**src/rtl/nt_stim_driver.sv**
```systemverilog
// LFSR-driven stimulus generator with a MISR compacting one DUT response bit.
// A LAT-deep valid pipeline aligns response sampling with the applied vectors.
//
// state | meaning
// IDLE  | waiting for start; signature and pass held from last run
// RUN   | one LFSR vector applied per cycle, nvec cycles
// DRAIN | LAT cycles for in-flight responses to be compacted
// DONE  | one-cycle done pulse, pass evaluated
module nt_stim_driver #(
    parameter int          LAT   = 2,
    parameter logic [15:0] ZSEED = 16'hACE1
) (
    input  logic        I1470,
    input  logic        I1477,
    input  logic        start,
    input  logic [15:0] seed,
    input  logic [15:0] nvec,
    input  logic [15:0] expect_sig,
    input  logic        resp,
    output logic [4:0]  stim,
    output logic        stim_valid,
    output logic        busy,
    output logic        done,
    output logic        pass,
    output logic [15:0] sig
);

    typedef enum logic [1:0] {S_IDLE, S_RUN, S_DRAIN, S_DONE} state_t;

    localparam logic [15:0] DRAIN_INIT = (LAT > 0) ? 16'(LAT - 1) : 16'd0;

    state_t      state_q, state_d;
    logic [15:0] lfsr_q, lfsr_d;
    logic [15:0] cnt_q, cnt_d;
    logic [15:0] misr_q, misr_d;
    logic        pass_q, pass_d;
    logic        sample_en;

    // x^16+x^14+x^13+x^11+1, shift toward MSB, feedback enters bit 0
    function automatic logic [15:0] step16(input logic [15:0] v, input logic in_bit);
        return {v[14:0], v[15] ^ v[13] ^ v[12] ^ v[10] ^ in_bit};
    endfunction

    generate
        if (LAT == 0) begin : g_nodl
            assign sample_en = stim_valid;
        end else begin : g_dl
            logic [LAT-1:0] dl_q, dl_d;

            always_comb begin
                dl_d    = dl_q << 1;
                dl_d[0] = stim_valid;
            end

            always_ff @(posedge I1470 or negedge I1477) begin
                if (!I1477) dl_q <= '0;
                else        dl_q <= dl_d;
            end

            assign sample_en = dl_q[LAT-1];
        end
    endgenerate

    always_comb begin
        state_d = state_q;
        lfsr_d  = lfsr_q;
        cnt_d   = cnt_q;
        misr_d  = misr_q;
        pass_d  = pass_q;

        if (sample_en) misr_d = step16(misr_q, resp);

        case (state_q)
            S_IDLE: begin
                if (start) begin
                    lfsr_d  = (seed == 16'd0) ? ZSEED : seed;
                    cnt_d   = nvec;
                    misr_d  = '0;
                    pass_d  = 1'b0;
                    state_d = (nvec == 16'd0) ? S_DONE : S_RUN;
                end
            end
            S_RUN: begin
                lfsr_d = step16(lfsr_q, 1'b0);
                cnt_d  = cnt_q - 16'd1;
                if (cnt_q == 16'd1) begin
                    if (LAT == 0) begin
                        state_d = S_DONE;
                    end else begin
                        state_d = S_DRAIN;
                        cnt_d   = DRAIN_INIT;
                    end
                end
            end
            S_DRAIN: begin
                if (cnt_q == 16'd0) state_d = S_DONE;
                else                cnt_d   = cnt_q - 16'd1;
            end
            S_DONE: begin
                pass_d  = (misr_q == expect_sig);
                state_d = S_IDLE;
            end
            default: state_d = S_IDLE;
        endcase
    end

    always_ff @(posedge I1470 or negedge I1477) begin
        if (!I1477) begin
            state_q <= S_IDLE;
            lfsr_q  <= '0;
            cnt_q   <= '0;
            misr_q  <= '0;
            pass_q  <= 1'b0;
        end else begin
            state_q <= state_d;
            lfsr_q  <= lfsr_d;
            cnt_q   <= cnt_d;
            misr_q  <= misr_d;
            pass_q  <= pass_d;
        end
    end

    assign stim       = lfsr_q[4:0];
    assign stim_valid = (state_q == S_RUN);
    assign busy       = (state_q != S_IDLE);
    assign done       = (state_q == S_DONE);
    assign pass       = pass_q;
    assign sig        = misr_q;

endmodule
```
**config.mk**
```make
export PLATFORM = sky130hd
export DESIGN_NAME = nt_stim_driver
export DESIGN_NICKNAME = d
export VERILOG_FILES = /design/src/rtl/nt_stim_driver.sv
export SDC_FILE = /design/constraint.sdc
export NUM_CORES = 1
export LEC_CHECK = 0
export ABC_AREA = 1
export BUFFER_PORTS_ARGS = -buffer_cell sky130_fd_sc_hd__buf_2
export CORE_MARGIN = 3
export CORE_UTILIZATION = 50
export DETAILED_ROUTE_END_ITERATION = 8
export PLACE_DENSITY = 0.79
export SETUP_SLACK_MARGIN = 0.02
export SYNTH_ARGS = -nofsm -noshare
export SYNTH_HDL_FRONTEND = slang
export SYNTH_SLANG_ARGS = --single-unit
```
**constraint.sdc**
```tcl
create_clock -name I1470 -period 1.7 [get_ports I1470]
set_clock_uncertainty 0.2 [all_clocks]
set_input_delay 0.255 -clock I1470 [delete_from_list [all_inputs] [get_ports I1470]]
set_output_delay 0.255 -clock I1470 [all_outputs]
set_load 0.005 [all_outputs]
```
==> summary.txt <==
Worst setup path
  – Crit end category: flop
  – Crit Path Max Fanout: 6
  – Crit path DAT: 1.86 ns
  – Reg2reg setup slack: -0.12 ns
  – WP data required: 1.74 ns
  – Setup CP Type: flop to flop
  – CP Launch Type: flop

Placement
  – DP Cell Count: 679
  – IO Port Bufs: 76
  – Post-DP HPWL: 6752 um
  – GPL Wtd Cong: 0.8834

Floorplan
  – # rows: 29
  – IO Pins: 77
  – Core area: 6568 um^2
  – Initial Util: 53.06%
  – Die X: 89.48 um
  – Die area: 8007 um^2
  – Die extent in y: 89.48 um

Synthesis
  – Synth cell types: 36
  – Yosys warnings: 0
  – Syn avg cell area: 7.185 um^2
  – Post-Syn Instances: 485
  – Synth Register Bits: 53
  – Dominant cell type by area after synthesis: dfrtp_1
  – Sequential element share of the synthesized area: 38.06%
  – Syn Std Cell Area: 3485 um^2
  – Post-synth net total: 543
  – Synth area leaders: dfrtp_1 (38%), nand2_1 (12%), inv_1 (7.0%)
  – Yosys top cell area share: 38.06%

Clock network
  – CTS tree: built
  – CTS buffer count: 5
  – Worst-path clk slew: 0.11 ns
  – Clock Path Buffers: 2
  – Sink Count: 53
  – Depth of the CTS H-tree: 2
  – Clk root buf: clkbuf_8
  – Clk Latency, worst-skew pair: 0.31 ns

Timing
  – Worst rel slew slack: 77.33%
  – Worst-Margin Slew: 0.3401 ns
  – Final worst setup slack: -0.1234 ns
  – Fin crit period: 1.823 ns
  – Slew Limit Fails: 0
  – Final Hold Vio Count: 0
  – Peak Freq: 0.5484 GHz
  – RSZ-0062 raised after global routing: true
  – Setup violators final: 34
  – Period utilisation layout: 107.3%

Final layout
  – Final non-filler cell total: 717
  – Total Nets Final: 682
  – Synth-to-Final Area Change: 48.73%
  – FILL cells: 426
  – Diodes inserted: 0
  – Final Util: 78.91%
  – Layout cells sized above 1: 41.51%

Route
  – DR vias: 3918
  – Vias per cell: 5.464
  – Routed WL: 11670 um
  – First DRT Iteration DRCs: 254
  – Wire per inst: 16.28 um
  – Initial DRT Pass Iterations: 5
  – Post-route ant nets: 0
  – Drt drc: 0

Global routing
  – Gr usage total: 24.47%
  – Initial antenna violation count: 0
  – Largest net degree at the start of global routing: 33
  – Vias in the first global route: 3482
  – Global-route wire length before repair: 15460 um
  – Gr ovfl total: 0

Pwr
  – Worst VDD drop: 1.274 mV
  – Pwr dens: 2249 nW/um^2
  – Leakage: 2.612 nW

Run status
  – Status: complete, but fails checks
  – Violated checks: setup timing

Worst hold path
  – Worst hold path type: input port to flop

Job
  – Max-cap viol count: 0
==> where the power goes <==
part | switching [mW] | internal (mW)
Sequential | 0.567 | 1.93
Clock | 0.447 | 0.430
Combinational | 4.53 | 3.75
Total | 5.55 | 6.11
==> state kept, by name, indices dropped and copies added (netlist names) <==
register	count
lfsr_q	16
cnt_q	16
pass	1
g_dl.dl_q	2
state_q	2
sig	16
==> layout make-up <==
cell class                      instances  area, um^2  area share [%]
Sequential cell                        53        1330           25.66
Tap cell                               93       116.4           2.245
Timing Repair Buffer                  152        1171           22.60
Inverter                               67       270.3           5.215
Clock inverter                          2       35.03          0.6760
Clock buffer                            5       68.82           1.328
Multi-Input combinational cell        345        2191           42.27
==> cell usage after synthesis (all sizes together) <==
| cell type | number |
|---|---|
| o21bai | 2 |
| ha | 6 |
| clkbuf | 6 |
| o21ai | 41 |
| o2111ai | 1 |
| nand3 | 18 |
| nor2 | 77 |
| xnor2 | 8 |
| inv | 66 |
| a21o | 4 |
| buf | 15 |
| o211ai | 2 |
| o22ai | 4 |
| dfrtp | 53 |
| xor2 | 7 |
| nand4 | 4 |
| nor3 | 3 |
| a21oi | 44 |
| nand2 | 116 |
| a211oi | 1 |
| nand3b | 2 |
| clkinv | 1 |
| o21a | 1 |
| a22oi | 3 |
==> worst max-delay path, cell delays in order (launching register included) <==
cell and delay, ns:
dfrtp_1 0.42, inv_2 0.10, buf_6 0.11, ha_4 0.16, inv_4 0.05, o21ai_4 0.20
inv_4 0.08, buf_12 0.14, a21oi_2 0.10, o21ai_1 0.08, o21ai_1 0.10
==> worst paths after layout <==
check | start | endpoint | depth (start not counted)
setup / recovery | state_q[1]$_DFFE_PN0P_ | lfsr_q[6]$_DFFE_PN0P_ | 10
hold / removal | seed[7] | lfsr_q[7]$_DFFE_PN0P_ | 3
setup reg to reg | state_q[1]$_DFFE_PN0P_ | lfsr_q[6]$_DFFE_PN0P_ | 10
hold reg to reg | g_dl.dl_q[0]$_DFF_PN0_ | g_dl.dl_q[1]$_DFF_PN0_ | 0
max in group asynchronous | I1477 | cnt_q[3]$_DFFE_PN0P_ | 3
min in group asynchronous | I1477 | lfsr_q[4]$_DFFE_PN0P_ | 2
==> cells in the final DEF (no fill, tap or decap), drive strengths merged <==
cell         synthesis  layout
o21bai               2       2
nand3b               2       2
nor2                77      77
nor3                 3       3
a211oi               1       1
o21a                 1       1
nand3               18      18
dfrtp               53      53
dlygate4sd3          0       7
a22oi                3       3
nand2              116     117
o22ai                4       4
o2111ai              1       1
clkbuf               6       9
inv                 66      66
o21ai               41      41
clkinv               1       1
xnor2                8       8
a21oi               44      44
bufinv               0       1
clkinvlp             0       1
ha                   6       6
nand4                4       4
o211ai               2       2
buf                 15     141
a21o                 4       4
xor2                 7       7
==> cell families (layout without fill, tap and decap cells) <==
group	count (synthesis)	in the layout	synth area share, %
compound gates	103	103	16.73
xor+xnor	15	15	3.770
simple gates	220	221	27.93
flops	53	53	38.06
fa+ha+maj	6	6	2.154
buf+inv	88	226	11.35
==> stage by stage <==
| step | setup WS [ns] | hold WS (ns) | total power, mW | cell area, um^2 | TNS, ns |
|---|---|---|---|---|---|
| 2_1_floorplan | -0.01724 | -0.2406 | 6.283 | 3497 | -0.1508 |
| 3_3_place_gp | -0.01211 | -0.03699 | 7.964 | 4240 | -0.01211 |
| 3_5_place_dp | -0.06853 | -0.03528 | 8.165 | 4240 | -0.8274 |
| 4_1_cts | -0.03929 | 0.01026 | 9.554 | 4592 | -0.2270 |
| 5_1_grt | -0.1857 | 0.02490 | 12.44 | 5182 | -4.576 |
| 6_report | -0.1234 | 0.01830 | 11.66 | 5182 | -1.965 |
==> routing by layer <==
layer / part of all wire, % / track usage (%)
met1: 38 / 30.53
met2: 52 / 43.74
met3: 7.2 / 3.502
met4: 3.0 / 7.172
met5: 0 / 0
==> repair_timing <==
action / 4_1_cts / 5_1_grt
endpoints found under the hold margin: 59 / 0
hold buffers: 7 / 0
pin swaps: 1 / 42
gates resized for setup: 36 / 111
setup buffers: 5 / 15
cloned: 1 / 6
setup endpoints to repair: 33 / 41
Note: power is estimated with default switching activity, not from simulation.
